--- config.mk ---
export PLATFORM = sky130hd
export DESIGN_NAME = fp_div_32
export DESIGN_NICKNAME = d
export VERILOG_FILES = /design/src/rtl/fp_div_32.sv
export SDC_FILE = /design/constraint.sdc
export NUM_CORES = 1
export LEC_CHECK = 0
export BUFFER_PORTS_ARGS = -buffer_cell sky130_fd_sc_hd__clkbuf_2
export CAP_MARGIN = 20
export CORE_MARGIN = 2
export CORE_UTILIZATION = 35
export CTS_CLUSTER_DIAMETER = 150
export CTS_CLUSTER_SIZE = 8
export DETAILED_ROUTE_END_ITERATION = 12
export PLACE_DENSITY = 0.58
export SLEW_MARGIN = 20
export SYNTH_ARGS = -nofsm -noshare
export SYNTH_HDL_FRONTEND = slang
export SYNTH_SLANG_ARGS = --single-unit
--- constraint.sdc ---
create_clock -name clk -period 4.9 [get_ports clk]
set_input_delay 0.98 -clock clk [delete_from_list [all_inputs] [get_ports clk]]
set_output_delay 0.98 -clock clk [all_outputs]
set_load 0.01 [all_outputs]
--- src/rtl/fp_div_32.sv ---
// Single-precision IEEE-754 divider: restoring radix-2, one quotient bit per cycle,
// fixed 31-cycle latency for every operand class. Subnormals in are zero, flushed out.
module fp_div_32 (
  input  logic        clk,
  input  logic        rst_n,
  input  logic        start_i,
  input  logic [2:0]  r_mode_i,
  input  logic [31:0] fp_x_i,
  input  logic [31:0] fp_y_i,
  output logic        busy_o,
  output logic        done_o,
  output logic [31:0] fp_z_o,
  output logic        ovrf_o,
  output logic        udrf_o
);

  typedef enum logic [2:0] {StIdle, StUnpack, StDivide, StNorm, StRound} state_e;

  state_e             state_q, state_d;
  logic [31:0]        x_q, y_q;
  logic [2:0]         rm_q;
  logic               sign_q;
  logic signed [9:0]  exp_q;
  logic [25:0]        rem_q;
  logic [23:0]        dvs_q;
  logic [27:0]        quo_q;
  logic [4:0]         cnt_q;
  logic               sticky_q;
  logic               spec_q;
  logic [31:0]        spec_z_q;
  logic [31:0]        z_q, z_d;
  logic               ovrf_q, ovrf_d, udrf_q, udrf_d;
  logic               done_q;

  // Unpack / special-case classification
  logic               x_nan, y_nan, x_inf, y_inf, x_zero, y_zero, sign_u;
  logic signed [9:0]  exp_u;
  logic               spec_u;
  logic [31:0]        spec_z_u;

  always_comb begin
    x_nan  = (x_q[30:23] == 8'hFF) && (x_q[22:0] != 23'd0);
    y_nan  = (y_q[30:23] == 8'hFF) && (y_q[22:0] != 23'd0);
    x_inf  = (x_q[30:23] == 8'hFF) && (x_q[22:0] == 23'd0);
    y_inf  = (y_q[30:23] == 8'hFF) && (y_q[22:0] == 23'd0);
    x_zero = (x_q[30:23] == 8'h00);
    y_zero = (y_q[30:23] == 8'h00);
    sign_u = x_q[31] ^ y_q[31];
    exp_u  = $signed({2'b00, x_q[30:23]}) - $signed({2'b00, y_q[30:23]}) + 10'sd127;
    spec_u   = 1'b1;
    spec_z_u = 32'h7FC0_0000;
    if (x_nan || y_nan || (x_zero && y_zero) || (x_inf && y_inf)) begin
      spec_z_u = 32'h7FC0_0000;
    end else if (x_inf || y_zero) begin
      spec_z_u = {sign_u, 8'hFF, 23'd0};
    end else if (x_zero || y_inf) begin
      spec_z_u = {sign_u, 31'd0};
    end else begin
      spec_u = 1'b0;
    end
  end

  // One restoring step
  logic        rem_ge;
  logic [25:0] rem_nxt;

  always_comb begin
    rem_ge  = (rem_q >= {2'b00, dvs_q});
    rem_nxt = rem_ge ? (rem_q - {2'b00, dvs_q}) : rem_q;
  end

  // Rounding and exponent range handling
  logic [23:0]       mant, mant_f;
  logic [24:0]       mant_r;
  logic              guard, stk, inc;
  logic signed [9:0] e_r;

  always_comb begin
    mant  = quo_q[27:4];
    guard = quo_q[3];
    stk   = sticky_q | (|quo_q[2:0]);
    case (rm_q)
      3'd0:    inc = guard & (stk | mant[0]);
      3'd2:    inc = sign_q & (guard | stk);
      3'd3:    inc = ~sign_q & (guard | stk);
      3'd4:    inc = guard;
      default: inc = 1'b0;
    endcase
    mant_r = {1'b0, mant} + {24'd0, inc};
    mant_f = mant_r[23:0];
    e_r    = exp_q;
    if (mant_r[24]) begin
      mant_f = mant_r[24:1];
      e_r    = exp_q + 10'sd1;
    end
    ovrf_d = 1'b0;
    udrf_d = 1'b0;
    z_d    = {sign_q, e_r[7:0], mant_f[22:0]};
    if (spec_q) begin
      z_d = spec_z_q;
    end else if (e_r >= 10'sd255) begin
      ovrf_d = 1'b1;
      case (rm_q)
        3'd1:    z_d = {sign_q, 31'h7F7F_FFFF};
        3'd2:    z_d = sign_q ? 32'hFF80_0000 : 32'h7F7F_FFFF;
        3'd3:    z_d = sign_q ? 32'hFF7F_FFFF : 32'h7F80_0000;
        default: z_d = {sign_q, 8'hFF, 23'd0};
      endcase
    end else if (e_r <= 10'sd0) begin
      udrf_d = 1'b1;
      z_d    = {sign_q, 31'd0};
    end
  end

  always_ff @(posedge clk or negedge rst_n) begin
    if (!rst_n) state_q <= StIdle;
    else        state_q <= state_d;
  end

  always_comb begin
    state_d = state_q;
    unique case (state_q)
      StIdle:   if (start_i) state_d = StUnpack;
      StUnpack: state_d = StDivide;
      StDivide: if (cnt_q == 5'd27) state_d = StNorm;
      StNorm:   state_d = StRound;
      StRound:  state_d = StIdle;
      default:  state_d = StIdle;
    endcase
  end

  always_comb begin
    busy_o = (state_q != StIdle);
    done_o = done_q;
    fp_z_o = z_q;
    ovrf_o = ovrf_q;
    udrf_o = udrf_q;
  end

  always_ff @(posedge clk or negedge rst_n) begin
    if (!rst_n) begin
      x_q      <= '0;
      y_q      <= '0;
      rm_q     <= '0;
      sign_q   <= 1'b0;
      exp_q    <= '0;
      rem_q    <= '0;
      dvs_q    <= '0;
      quo_q    <= '0;
      cnt_q    <= '0;
      sticky_q <= 1'b0;
      spec_q   <= 1'b0;
      spec_z_q <= '0;
      z_q      <= '0;
      ovrf_q   <= 1'b0;
      udrf_q   <= 1'b0;
      done_q   <= 1'b0;
    end else begin
      done_q <= (state_q == StRound);
      unique case (state_q)
        StIdle: begin
          if (start_i) begin
            x_q  <= fp_x_i;
            y_q  <= fp_y_i;
            rm_q <= (r_mode_i > 3'd4) ? 3'd0 : r_mode_i;
          end
        end
        StUnpack: begin
          sign_q   <= sign_u;
          exp_q    <= exp_u;
          rem_q    <= {3'b001, x_q[22:0]};
          dvs_q    <= {1'b1, y_q[22:0]};
          quo_q    <= '0;
          cnt_q    <= '0;
          spec_q   <= spec_u;
          spec_z_q <= spec_z_u;
        end
        StDivide: begin
          rem_q <= {rem_nxt[24:0], 1'b0};
          quo_q <= {quo_q[26:0], rem_ge};
          cnt_q <= cnt_q + 5'd1;
        end
        StNorm: begin
          sticky_q <= |rem_q;
          if (!quo_q[27]) begin
            quo_q <= {quo_q[26:0], 1'b0};
            exp_q <= exp_q - 10'sd1;
          end
        end
        StRound: begin
          z_q    <= z_d;
          ovrf_q <= ovrf_d;
          udrf_q <= udrf_d;
        end
        default: ;
      endcase
    end
  end

endmodule

# Yosys cells after proc, flatten, opt, wreduce, memory -nomap -nowiden
# Index checks and enable logic that the tools add are counted.
# word_totals
reg_bits	233
in_bits	70
output_inout_bits	36
wordCells	111
# op_classes
add_sub_neg	7
n_lt_le_gt_ge	4
eq_ne	14
mux	31
bitwise_logic	8
n_reduce_logical	29
# ops
cell	n
two-way mux 32 bit	7
case mux 32 bit (3 select lines)	1
case mux 28 bit (3 select lines)	1
case mux 26 bit (2 select lines)	1
logical NOT 23 bit	2
nonzero test 23 bit	2
two-way mux 31 bit	1
two-way mux 28 bit	1
greater-or-equal comparator 26 x 24 -> 1 bit	1
OR reduction 26 bit	1
adder 24 x 1 -> 25 bit	1
two-way mux 25 bit	1
subtractor 25 x 24 -> 25 bit	1
two-way mux 23 bit	1
two-way mux 10 bit	2
case mux 10 bit (2 select lines)	1
== test 8 bit, second input constant	2
logical NOT 8 bit	2
== test 3 x 2 -> 1 bit, second input constant	4
case mux 3 bit (4 select lines)	1
adder 10 x 2 -> 10 bit, second input constant	1
adder 9 x 8 -> 10 bit, second input constant	1
greater-or-equal comparator 10 x 9 -> 1 bit, second input constant	1
<= comparator 10 x 1 -> 1 bit, second input constant	1
other kinds (23)	55

# Logic depth before layout (Yosys ltp)
# Gate-level depths: netlist of the first run.
# logic_depth
ltp_word	11
mapped_depth	20
ltp_nobuf	17

# Worst setup path after synthesis of the first run
# No wires, ideal clock.
# synth_path
path_kind	register -> register
from	register rm_q[1]
to	register z_q[11], in the netlist fp_z_o[11]
setup_ns	0.124
arrival_time_ns	3.297
t_required_ns	4.776
slack_ns	1.480
path_stages_with_launch	18
path_buffers	2
path_cell_list	dfrtp_1 > inv_1 > nor3_1 > ha_1 > a32oi_1 > o21ai_0 > ha_1 > ha_1 > and3_1 > buf_4 > nand4_2 > or3_4 > o41a_1 > a221oi_2 > a211oi_1 > buf_6 > a21oi_1 > o21ai_1
# synth_via
elab_chain_len	8
word_cells_on_any_way	15
classes_between	1 x add/sub; 2 x order compare; 4 x eq/ne; 7 x mux; 1 x reduce/logical
# synth_lines
element	line_no	rtl
start, declared	21	logic [2:0] rm_q;
start signal, assigned	165	rm_q <= (r_mode_i > 3'd4) ? 3'd0 : r_mode_i;
== test 3 bit (tied with other cells)	82	case (rm_q)
case mux 1 bit (4 select lines)	82	
adder 24 x 1 -> 25 bit	89	mant_r = {1'b0, mant} + {24'd0, inc};
two-way mux 10 bit	92	if (mant_r[24]) begin
<= comparator 10 x 1 -> 1 bit	109	end else if (e_r <= 10'sd0) begin
two-way mux 31 bit	109	
two-way mux 32 bit (*)	101	end else if (e_r >= 10'sd255) begin
two-way mux 32 bit (*)	99	if (spec_q) begin
end signal, assigned	191	z_q <= z_d;
end, declared	31	logic [31:0] z_q, z_d;
# Every way passes the cells marked *; elsewhere a longest branch is shown, timed or not.
# A chain may end at the register's enable or synchronous reset.

# Worst setup path after layout of the first run
# layout_path
from	register rm_q[1]
to	register z_q[24], in the netlist fp_z_o[24]
# The elaborated chain is that of the path after synthesis.

==> metrics.md, run 1 <==
| Metric | Value |
|---|---|
| Post-synthesis xor/xnor area fraction | `0.0395` |
| Core Box Area | `0.0317 mm2` |
| Placed Cells | `1,668` |
| Most used DFF post-synth | `dfrtp_1` |
| Root Driver | `clkbuf_16` |
| Die area | `0.0338 mm2` |
| Critical path capture point type | `flop` |
| Synth Area per Inst | `9.37 um2` |
| Row count | `65` |
| Die Y | `184 um` |
| PwrDens | `767 mW/mm2` |
| Total Routing Usage GR | `0.174` |
| Final WL | `29.6 mm` |
| Worst-margin pin slew | `1.00 ns` |
| Maximum vdd drop | `0.000373 V` |
| Max-cap viol count | `0` |
| Largest family of logic cells by synthesized area | `compound AO/OA/AOI/OAI gates` |
| Synth warnings | `0` |
| Synthesis-to-finish area growth | `14.9%` |
| Tcrit/Tclk final | `0.867` |
| Hold Slack | `0.415 ns` |
| Startpoint Class | `flop` |
| Via density per instance | `5.45` |
| Post-route antenna net violation count | `0` |
| Number of setup buffers added after CTS | `0` |
| # clock sinks | `204` |
| Clk_skew | `0.0221 ns` |
| Peak Freq | `0.235 GHz` |
| Synth Area in Simple Gates | `0.174` |
| Fin nets | `1,408` |
| Filler cells | `3,151` |
| Post-CTS sizing | `0` |
| Status | `finished clean` |
| Critical path arrival | `4.65 ns` |
| Syn_nets | `1,318` |
| Flop and latch count out of synthesis | `204` |
| Initial Util | `0.356` |
| Finished Layout Cells | `1,699` |
| CTS H-Tree Depth | `1` |
| Hold buffers post-CTS | `0` |
| Cell leakage power | `5.68 nW` |
| Adder-cell area share of the yosys netlist | `0.0467` |
| Synth Area in Compound Gates | `0.179` |
| CP max FO | `13` |
| GRT overflow | `0` |
| Ranking of synthesized cells by area | `dfrtp_1 45%, mux2_2 6.0%, nand2_1 5.7%` |
| Worst Path Required | `5.30 ns` |
| Io pins | `106` |
| CTS tree | `built` |
| Die boundary width | `184 um` |
| Setup TNS | `0 ns` |
| TritonRoute pass-1 iters | `5` |
| Hold Fails Final Rpt | `0` |
| Final Setup Violations | `0` |
| Post-synth top area cell | `dfrtp_1` |
| Slew headroom | `0.330` |
| Gate count after technology mapping | `1,207` |
| Clock Path Buffers | `3` |
| Final core occ | `0.410` |
| Via count | `9,253` |
| TritonCTS buffer count | `29` |
| Slew Limit Fails | `0` |
| Drt wl/cell | `17.4 um` |
| Type of the worst setup path | `flop to flop` |
| Synth Cell Area | `0.0113 mm2` |
| Top cell type's share of synthesized area | `0.452` |
| Most common cell after layout, fill and taps aside | `dfrtp_1` |
| Vias in the first global route | `8,875` |
| DRT iter0 DRCs | `634` |
| Commonest non-fill, non-tap cells in the layout | `204 x dfrtp_1, 171 x nand2_1, 104 x clkbuf_2` |
| N_diodes | `0` |
| Residual DRC | `0` |
| Multiplexer area fraction after synthesis | `0.0669` |
| EDFF count, synth | `0` |
| Shortest period the worst path allows | `4.25 ns` |
| # port buffers | `105` |
| Clock Latency Late Sink | `0.55 ns` |
| Hold Crit Class | `primary input to async pin` |
| Global-route wire length before repair | `47.6 mm` |
| DP HPWL | `21.2 mm` |
| Antenna violations before repair | `0` |
| Seq/Total Area, Yosys | `0.452` |
| RSZ-0062 raised after global routing | `false` |
| Distinct cells, synth | `74` |
| Clk slew on worst S/H paths | `0.06 ns` |
| Ratio of cells with drive above 1 in the final layout | `0.180` |
| GP Congestion | `0.928` |
| Asr flop ratio synth | `1.00` |
| Largest net degree at the start of global routing | `97` |
per-layer routing:
| layer | GRT usage | wire (um) | vias to the layer above |
|---|---|---|---|
| met5 | 0 | 0 | - |
| met4 | 0.0474 | 743 | 0 |
| met3 | 0.0252 | 1280 | 53 |
| met2 | 0.286 | 13700 | 215 |
| met1 | 0.242 | 13900 | 4462 |
| li1 | - | - | 4523 |
sequential cells by signal, indices dropped and copies added (netlist names), 5 cells and up:
| name | count |
|---|---|
| cnt_q | 5 |
| dvs_q | 24 |
| exp_q | 10 |
| fp_z_o | 32 |
| quo_q | 28 |
| rem_q | 26 |
| x_q | 32 |
| y_q | 32 |
through the flow:
step / setup WS [ns] / total power [mW] / instance area, um2
finish: 0.651 / 9.97 / 13000
global route: 0.339 / 10.8 / 13000
CTS: 0.674 / 10.0 / 13000
detailed placement: 0.675 / 8.16 / 12200
global placement: 0.836 / 8.08 / 12200
floorplan: 1.48 / 6.79 / 11300
critical path: stages (launching register included):
cell and delay, ns:
dfrtp_1 0.37, inv_1 0.15, nor3_1 0.08, ha_1 0.30, a32oi_1 0.06, o21ai_0 0.19, ha_1 0.23, ha_1 0.19
and3_1 0.27, nand4_2 0.35, or3_4 0.57, o41a_1 0.40, a221oi_2 0.33, nand2_1 0.18, nand3_1 0.28, o211ai_1 0.15
path summary, 6_finish.rpt:
kind,slack (ns),cells past startpoint,from,to
worst max-delay path,0.65,15,rm_q[1],fp_z_o[24]
worst min-delay path,0.41,1,rst_n,state_q[1]
worst max register to register,0.65,15,rm_q[1],fp_z_o[24]
worst min register to register,0.46,2,dvs_q[23],dvs_q[23]
max in group asynchronous,3.46,2,rst_n,y_q[18]
min in group clk,0.46,2,dvs_q[23],dvs_q[23]
cell families (layout without fill, tap and decap cells):
kind of cell               count (synthesis)  count (layout)
buffers and inverters                    121             211
muxes                                     68              68
AOI/OAI and AO/OA                        318             318
DFF                                      204             204
adders and majority gates                 41              41
and+or+nand+nor                          404             404
xor gates and xnor gates                  51              51
final cells by class:
| type | instances | area (um2) | area share |
|---|---|---|---|
| Tap cell | 402 | 503 | 0.0387 |
| Clock inverter | 2 | 50.0 | 0.00385 |
| Sequential cell | 204 | 5100 | 0.393 |
| Timing Repair Buffer | 118 | 644 | 0.0496 |
| Multi-Input combinational cell | 882 | 5730 | 0.441 |
| Clock buffer | 29 | 726 | 0.0559 |
| Inverter | 62 | 233 | 0.0179 |
power by group:
part           total [mW]  switching [mW]  internal, mW  leakage [nW]
logic                4.99            2.87          2.12          2.76
clock network        1.82           0.729          1.09         0.381
registers            3.17           0.741          2.43          2.54
cells in the mapped netlist, types with 21 or more instances:
master	count
xnor2_1	35
a22o_1	30
nand2_1	171
nand3_1	39
ha_1	39
clkbuf_1	41
a21oi_1	63
o21ai_0	91
dfrtp_1	204
inv_1	60
a31oi_1	21
nand4_1	22
mux2_2	60
o21ai_1	23
nor4_1	24
nor2_1	56
Note: power is estimated with default switching activity, not from simulation.
==> run 2: changes to the inputs <==
- CTS_CLUSTER_DIAMETER: 150 -> 200
- REMOVE_ABC_BUFFERS: unset -> 1
- clock period: 4.9 -> 4.6 ns (I/O delays scaled with it)
==> metrics.md, run 2 (same netlist as run 1, synthesis figures left out) <==
| Metric | Value |
|---|---|
| GR Layer Usage met1 | `0.237 (was 0.242)` |
| CTS tree | `built (unchanged)` |
| Most common cell after layout, fill and taps aside | `dfrtp_1 (unchanged)` |
| Critical path capture point type | `flop (unchanged)` |
| GRT overflow | `0 (unchanged)` |
| Worst Path Required | `5.01 ns (was 5.30 ns)` |
| Reg2Reg Setup Slack | `0.65 ns (about the same)` |
| Top delay family on crit path | `compound AO/OA/AOI/OAI gates (was simple AND/OR/NAND/NOR gates)` |
| Critical path buffers and inverters | `2 (was 1)` |
| Slowest stage cell, crit path | `or3_4 (unchanged)` |
| Via density per instance | `5.43 (was 5.45)` |
| Multi-input gate area | `0.00573 mm2 (about the same)` |
| Critical path's most frequent cell | `ha_1 (unchanged)` |
| Final WL | `28.4 mm (was 29.6 mm)` |
| CTS H-Tree Depth | `1 (unchanged)` |
| Slew headroom | `0.339 (was 0.330)` |
| FF/Latch Area | `0.00510 mm2 (unchanged)` |
| Hold worst-path end | `dvs_q[23]` |
| Startpoint Class | `flop (unchanged)` |
| Post-CTS sizing | `0 (unchanged)` |
| Hold Fails Final Rpt | `0 (unchanged)` |
| Worst-margin pin slew | `0.991 ns (was 1.00 ns)` |
| Clock Latency Late Sink | `0.53 ns (was 0.55 ns)` |
| Worst hold start | `dvs_q[23]` |
| DP HPWL | `20.4 mm (was 21.2 mm)` |
| CP max FO | `13 (unchanged)` |
| DRT iter0 DRCs | `767 (was 634)` |
| Hold Crit Class | `flop to flop (was primary input to async pin)` |
| GR peak layer | `met2 (unchanged)` |
| Global-route wire length before repair | `47.4 mm (was 47.6 mm)` |
| Shortest period the worst path allows | `3.95 ns (was 4.25 ns)` |
| Ratio of cells with drive above 1 in the final layout | `0.180 (about the same)` |
| Root Driver | `clkbuf_16 (unchanged)` |
| Post-route cell area | `0.0130 mm2 (about the same)` |
| Slew Limit Fails | `0 (unchanged)` |
| Core Box Area | `0.0317 mm2 (unchanged)` |
| RR Startpoint | `rm_q[1] (unchanged)` |
| Area after DPL | `0.0122 mm2 (about the same)` |
| Die Y | `184 um (unchanged)` |
| Io pins | `106 (unchanged)` |
| Met3 usage | `0.0210 (was 0.0252)` |
| Die boundary width | `184 um (unchanged)` |
| Hold buffers post-CTS | `0 (unchanged)` |
| Die area | `0.0338 mm2 (unchanged)` |
| Synthesis-to-finish area growth | `14.8% (was 14.9%)` |
| Commonest non-fill, non-tap cells in the layout | `204 x dfrtp_1, 171 x nand2_1, 104 x clkbuf_2 (unchanged)` |
| R2r worst-path depth | `16 (was 15)` |
| Peak Freq | `0.253 GHz (was 0.235 GHz)` |
| Number of setup buffers added after CTS | `0 (unchanged)` |
| Met2 GRT Util | `0.287 (was 0.286)` |
| Residual DRC | `0 (unchanged)` |
| Maximum vdd drop | `0.000357 V (was 0.000373 V)` |
| Critical path arrival | `4.35 ns (was 4.65 ns)` |
| Via count | `9,235 (was 9,253)` |
| Clock Path Buffers | `3 (unchanged)` |
| Max-cap viol count | `0 (unchanged)` |
| PwrDens | `814 mW/mm2 (was 767 mW/mm2)` |
| Tcrit/Tclk final | `0.858 (was 0.867)` |
| Placed Cells | `1,671 (was 1,668)` |
| TritonCTS buffer count | `29 (unchanged)` |
| Filler cells | `3,117 (was 3,151)` |
| TritonRoute pass-1 iters | `5 (unchanged)` |
| Type of the worst setup path | `flop to flop (unchanged)` |
| Worst stage delay on the critical path | `0.47 ns (was 0.57 ns)` |
| Clk_skew | `0.0119 ns (was 0.0221 ns)` |
| Initial Util | `0.356 (unchanged)` |
| Worst r2r dst | `fp_z_o[1] (was fp_z_o[24])` |
| Cell leakage power | `5.68 nW (about the same)` |
| Vias in the first global route | `8,887 (was 8,875)` |
| Drt wl/cell | `16.7 um (was 17.4 um)` |
| Row count | `65 (unchanged)` |
| Final Setup Violations | `0 (unchanged)` |
| Finished Layout Cells | `1,701 (was 1,699)` |
| GP Congestion | `0.894 (was 0.928)` |
| # port buffers | `105 (unchanged)` |
| Total Routing Usage GR | `0.171 (was 0.174)` |
| Status | `finished clean (unchanged)` |
| N_diodes | `0 (unchanged)` |
| # clock sinks | `204 (unchanged)` |
| Antenna violations before repair | `0 (unchanged)` |
| RSZ-0062 raised after global routing | `false (unchanged)` |
| Fin nets | `1,411 (was 1,408)` |
| Hold depth | `2` |
| Clk slew on worst S/H paths | `0.06 ns (about the same)` |
| Crit path cell chain | `inv_1, nor3_1, ha_1, a32oi_1, o21ai_0, ha_1, ha_1, and3_1, nand4_2, or3_4, o41a_1, a221oi_2, a211oi_1, buf_4, a21oi_1, o21ai_0 (was inv_1, nor3_1, ha_1, a32oi_1, o21ai_0, ha_1, ha_1, and3_1, nand4_2, or3_4, o41a_1, a221oi_2, nand2_1, nand3_1, o211ai_1)` |
| Largest net degree at the start of global routing | `112 (was 97)` |
| Post-route antenna net violation count | `0 (unchanged)` |
-- run 2: cell types whose count changed in the layout (fill, tap and decap cells not counted) --
cell    previous run  this run
buf_4             12        16
nor2_1            55        56
inv_16             1         0
nor2_2             1         0
buf_12             1         0
-- run 2: worst max path at each step --
stage            start    endpoint  slack [ns]  depth (start not counted)
4_1_cts        rm_q[1]   fp_z_o[1]        0.69                         16
5_1_grt        rm_q[2]  fp_z_o[16]        0.34                         17
3_3_place_gp   rm_q[1]  fp_z_o[24]        0.86                         17
2_1_floorplan  start_i     rm_q[2]       -1.85                          3
6_report       rm_q[1]   fp_z_o[1]        0.65                         16
3_5_place_dp   rm_q[1]   fp_z_o[1]        0.69                         16
-- run 2: worst min-delay path: cells and delay by family (launching register included) --
kind,cells,cell delay (ns)
buffers and inverters,1,0.06
DFF,1,0.32
and+or+nand+nor,1,0.05
-- run 2: per-layer routing --
layer	vias to the layer above	wire length [um]
met2	242	13300
met1	4411	13200
li1	4539	-
met4	0	580
met5	-	0
met3	43	1300
-- run 2: metrics by stage --
stage	hold slack [ns]	setup TNS [ns]	utilization	worst slack, ns	total power [mW]
floorplan	0.418	-156.25	-	-1.85	7.16
global placement	0.452	0	0.385	0.855	8.59
detailed placement	0.454	0	0.385	0.694	8.68
CTS	0.468	0	0.409	0.686	10.6
global route	0.500	0	0.409	0.340	11.5
finish	0.468	0	0.409	0.652	10.6
-- run 2: cell type report --
cell class | count | share of cell area
flip-flops and latches | 204 | 0.393
clock inverters | 1 | 0.00231
clock buffers | 29 | 0.0559
multi-input cells | 882 | 0.441
repair buffers | 121 | 0.0504
inverters | 62 | 0.0179
well taps | 402 | 0.0388
-- run 2: report_power, final --
| group | switching (mW) | internal [mW] |
|---|---|---|
| Combinational | 3.08 | 2.25 |
| Sequential | 0.761 | 2.58 |
| Clock | 0.733 | 1.15 |
==> run 3: changes to the inputs <==
- PLACE_DENSITY: 0.58 -> 0.56
==> metrics.md, run 3 (same netlist as run 1, synthesis figures left out) <==
| Metric | Value |
|---|---|
| Critical path arrival | `4.36 ns (was 4.35 ns)` |
| Die area | `0.0338 mm2 (unchanged)` |
| TritonRoute pass-1 iters | `5 (unchanged)` |
| Sequential share of power | `0.317 (about the same)` |
| Row count | `65 (unchanged)` |
| Slowest stage cell, crit path | `a221oi_2 (was or3_4)` |
| CP max FO | `12 (was 13)` |
| Number of setup buffers added after CTS | `0 (unchanged)` |
| N_diodes | `0 (unchanged)` |
| Vias in the first global route | `8,895 (was 8,887)` |
| Antenna violations before repair | `0 (unchanged)` |
| Residual DRC | `0 (unchanged)` |
| Clock network fraction of design power | `0.178 (about the same)` |
| Ratio of cells with drive above 1 in the final layout | `0.180 (about the same)` |
| Total Routing Usage GR | `0.171 (about the same)` |
| Slew headroom | `0.335 (was 0.339)` |
| Power share of the combinational group | `0.505 (about the same)` |
| Clk slew on worst S/H paths | `0.05 ns (was 0.06 ns)` |
| Shortest period the worst path allows | `3.91 ns (was 3.95 ns)` |
| Final WL | `28.9 mm (was 28.4 mm)` |
| # clock sinks | `204 (unchanged)` |
| DRT iter0 DRCs | `576 (was 767)` |
| GRT overflow | `0 (unchanged)` |
| Core Box Area | `0.0317 mm2 (unchanged)` |
| Maximum vdd drop | `0.000373 V (was 0.000357 V)` |
| Hold Fails Final Rpt | `0 (unchanged)` |
| TritonCTS buffer count | `29 (unchanged)` |
| Io pins | `106 (unchanged)` |
| Crit path cell chain | `inv_1, nor3_1, ha_1, a32oi_1, o21ai_0, ha_1, ha_1, and3_1, nand4_2, buf_4, nor3_4, mux2i_1, a221oi_2, a221oi_2, a21oi_1, o21ai_1 (was inv_1, nor3_1, ha_1, a32oi_1, o21ai_0, ha_1, ha_1, and3_1, nand4_2, or3_4, o41a_1, a221oi_2, a211oi_1, buf_4, a21oi_1, o21ai_0)` |
| Pint | `5.99 mW (about the same)` |
| Placed Cells | `1,669 (was 1,671)` |
| Setup TNS | `0 ns (unchanged)` |
| Worst-margin pin slew | `0.997 ns (was 0.991 ns)` |
| Worst Path Required | `5.05 ns (was 5.01 ns)` |
| CTS tree | `built (unchanged)` |
| Post-route cell area | `0.0130 mm2 (unchanged)` |
| Die Y | `184 um (unchanged)` |
| Most common cell after layout, fill and taps aside | `dfrtp_1 (unchanged)` |
| Critical path capture point type | `flop (unchanged)` |
| RSZ-0062 raised after global routing | `false (unchanged)` |
| Hold Crit Class | `flop to flop (unchanged)` |
| Root Driver | `clkbuf_16 (unchanged)` |
| Slew Limit Fails | `0 (unchanged)` |
| Via count | `9,241 (was 9,235)` |
| Worst stage delay on the critical path | `0.64 ns (was 0.47 ns)` |
| Synthesis-to-finish area growth | `14.8% (unchanged)` |
| Fin nets | `1,409 (was 1,411)` |
| Clk_skew | `0.0121 ns (was 0.0119 ns)` |
| Clock Path Buffers | `3 (unchanged)` |
| Commonest non-fill, non-tap cells in the layout | `204 x dfrtp_1, 171 x nand2_1, 104 x clkbuf_2 (unchanged)` |
| Multi-input gate area | `0.00573 mm2 (about the same)` |
| FF/Latch Area | `0.00510 mm2 (unchanged)` |
| Initial Util | `0.356 (unchanged)` |
| CTS H-Tree Depth | `1 (unchanged)` |
| Max-cap viol count | `0 (unchanged)` |
| Clock Latency Late Sink | `0.53 ns (about the same)` |
| Die boundary width | `184 um (unchanged)` |
| Post-route antenna net violation count | `0 (unchanged)` |
| Final Setup Violations | `0 (unchanged)` |
| Post-CTS sizing | `0 (unchanged)` |
| Switching share of power | `0.435 (was 0.433)` |
| Peak Freq | `0.256 GHz (was 0.253 GHz)` |
| DP HPWL | `20.6 mm (was 20.4 mm)` |
| GP Congestion | `0.870 (was 0.894)` |
| Tcrit/Tclk final | `0.850 (was 0.858)` |
| Largest net degree at the start of global routing | `111 (was 112)` |
| Type of the worst setup path | `flop to flop (unchanged)` |
| Startpoint Class | `flop (unchanged)` |
| Cell leakage power | `5.67 nW (was 5.68 nW)` |
| PwrDens | `818 mW/mm2 (was 814 mW/mm2)` |
| Status | `finished clean (unchanged)` |
| Area after DPL | `0.0122 mm2 (unchanged)` |
| # port buffers | `105 (unchanged)` |
| Via density per instance | `5.44 (was 5.43)` |
| Critical path's most frequent cell | `ha_1 (unchanged)` |
| Filler cells | `3,162 (was 3,117)` |
| Finished Layout Cells | `1,699 (was 1,701)` |
| P_sw | `4.62 mW (was 4.58 mW)` |
| Hold buffers post-CTS | `0 (unchanged)` |
| Global-route wire length before repair | `47.1 mm (was 47.4 mm)` |
| Drt wl/cell | `17.0 um (was 16.7 um)` |
run 3: cell types whose count changed in the layout (fill, tap and decap cells not counted):
cell and delta:
buf_4 -3, nor2_2 +1, nor2_1 -1, buf_12 +1
run 3: routing by layer:
metal / track usage / vias to the layer above / wire [um]
li1: - / 4510 / -
met1: 0.233 / 4499 / 13700
met2: 0.287 / 192 / 13500
met3: 0.0214 / 40 / 1080
met4: 0.0451 / 0 / 609
met5: 0 / - / 0
run 3: stage by stage:
step / hold WS (ns) / worst slack (ns) / util / power (mW)
after floorplan: 0.418 / -1.85 / - / 7.16
after global placement: 0.440 / 0.860 / 0.385 / 8.65
after detailed placement: 0.436 / 0.718 / 0.385 / 8.72
after CTS: 0.448 / 0.699 / 0.409 / 10.7
after global routing: 0.481 / 0.264 / 0.409 / 11.5
final: 0.447 / 0.691 / 0.409 / 10.6
run 3: cell type report:
cell class	count	share of cell area
multi-input cells	882	0.441
flip-flops and latches	204	0.393
clock buffers	29	0.0559
repair buffers	119	0.0502
well taps	402	0.0388
inverters	62	0.0179
clock inverters	1	0.00231
run 3: worst max-delay path: cells and delay by family (launching register included):
kind | cells | cell delay (ns)
flip-flops | 1 | 0.37
buffers and inverters | 2 | 0.37
adder cells (fa/ha/maj) | 3 | 0.68
multiplexers | 1 | 0.27
AND/OR/NAND/NOR | 4 | 0.81
AO/OA/AOI/OAI | 6 | 1.34
run 3: power groups by stage:
stage	combinational, mW	clock [mW]	sequential [mW]
2_1_floorplan	3.98	0	3.18
3_3_place_gp	5.28	0	3.37
3_5_place_dp	5.34	0	3.38
4_1_cts	5.36	1.94	3.36
5_1_grt	6.01	2.01	3.48
6_report	5.36	1.89	3.36
run 3: final timing paths:
check / slack (ns) / startpoint / to / cells past startpoint
max: 0.69 / rm_q[1] / fp_z_o[4] / 16
min in group asynchronous: 0.50 / rst_n / fp_z_o[1] / 1
max in group asynchronous: 3.16 / rst_n / y_q[26] / 2
min: 0.45 / dvs_q[23] / dvs_q[23] / 2
min reg2reg: 0.45 / dvs_q[23] / dvs_q[23] / 2
max reg2reg: 0.69 / rm_q[1] / fp_z_o[4] / 16
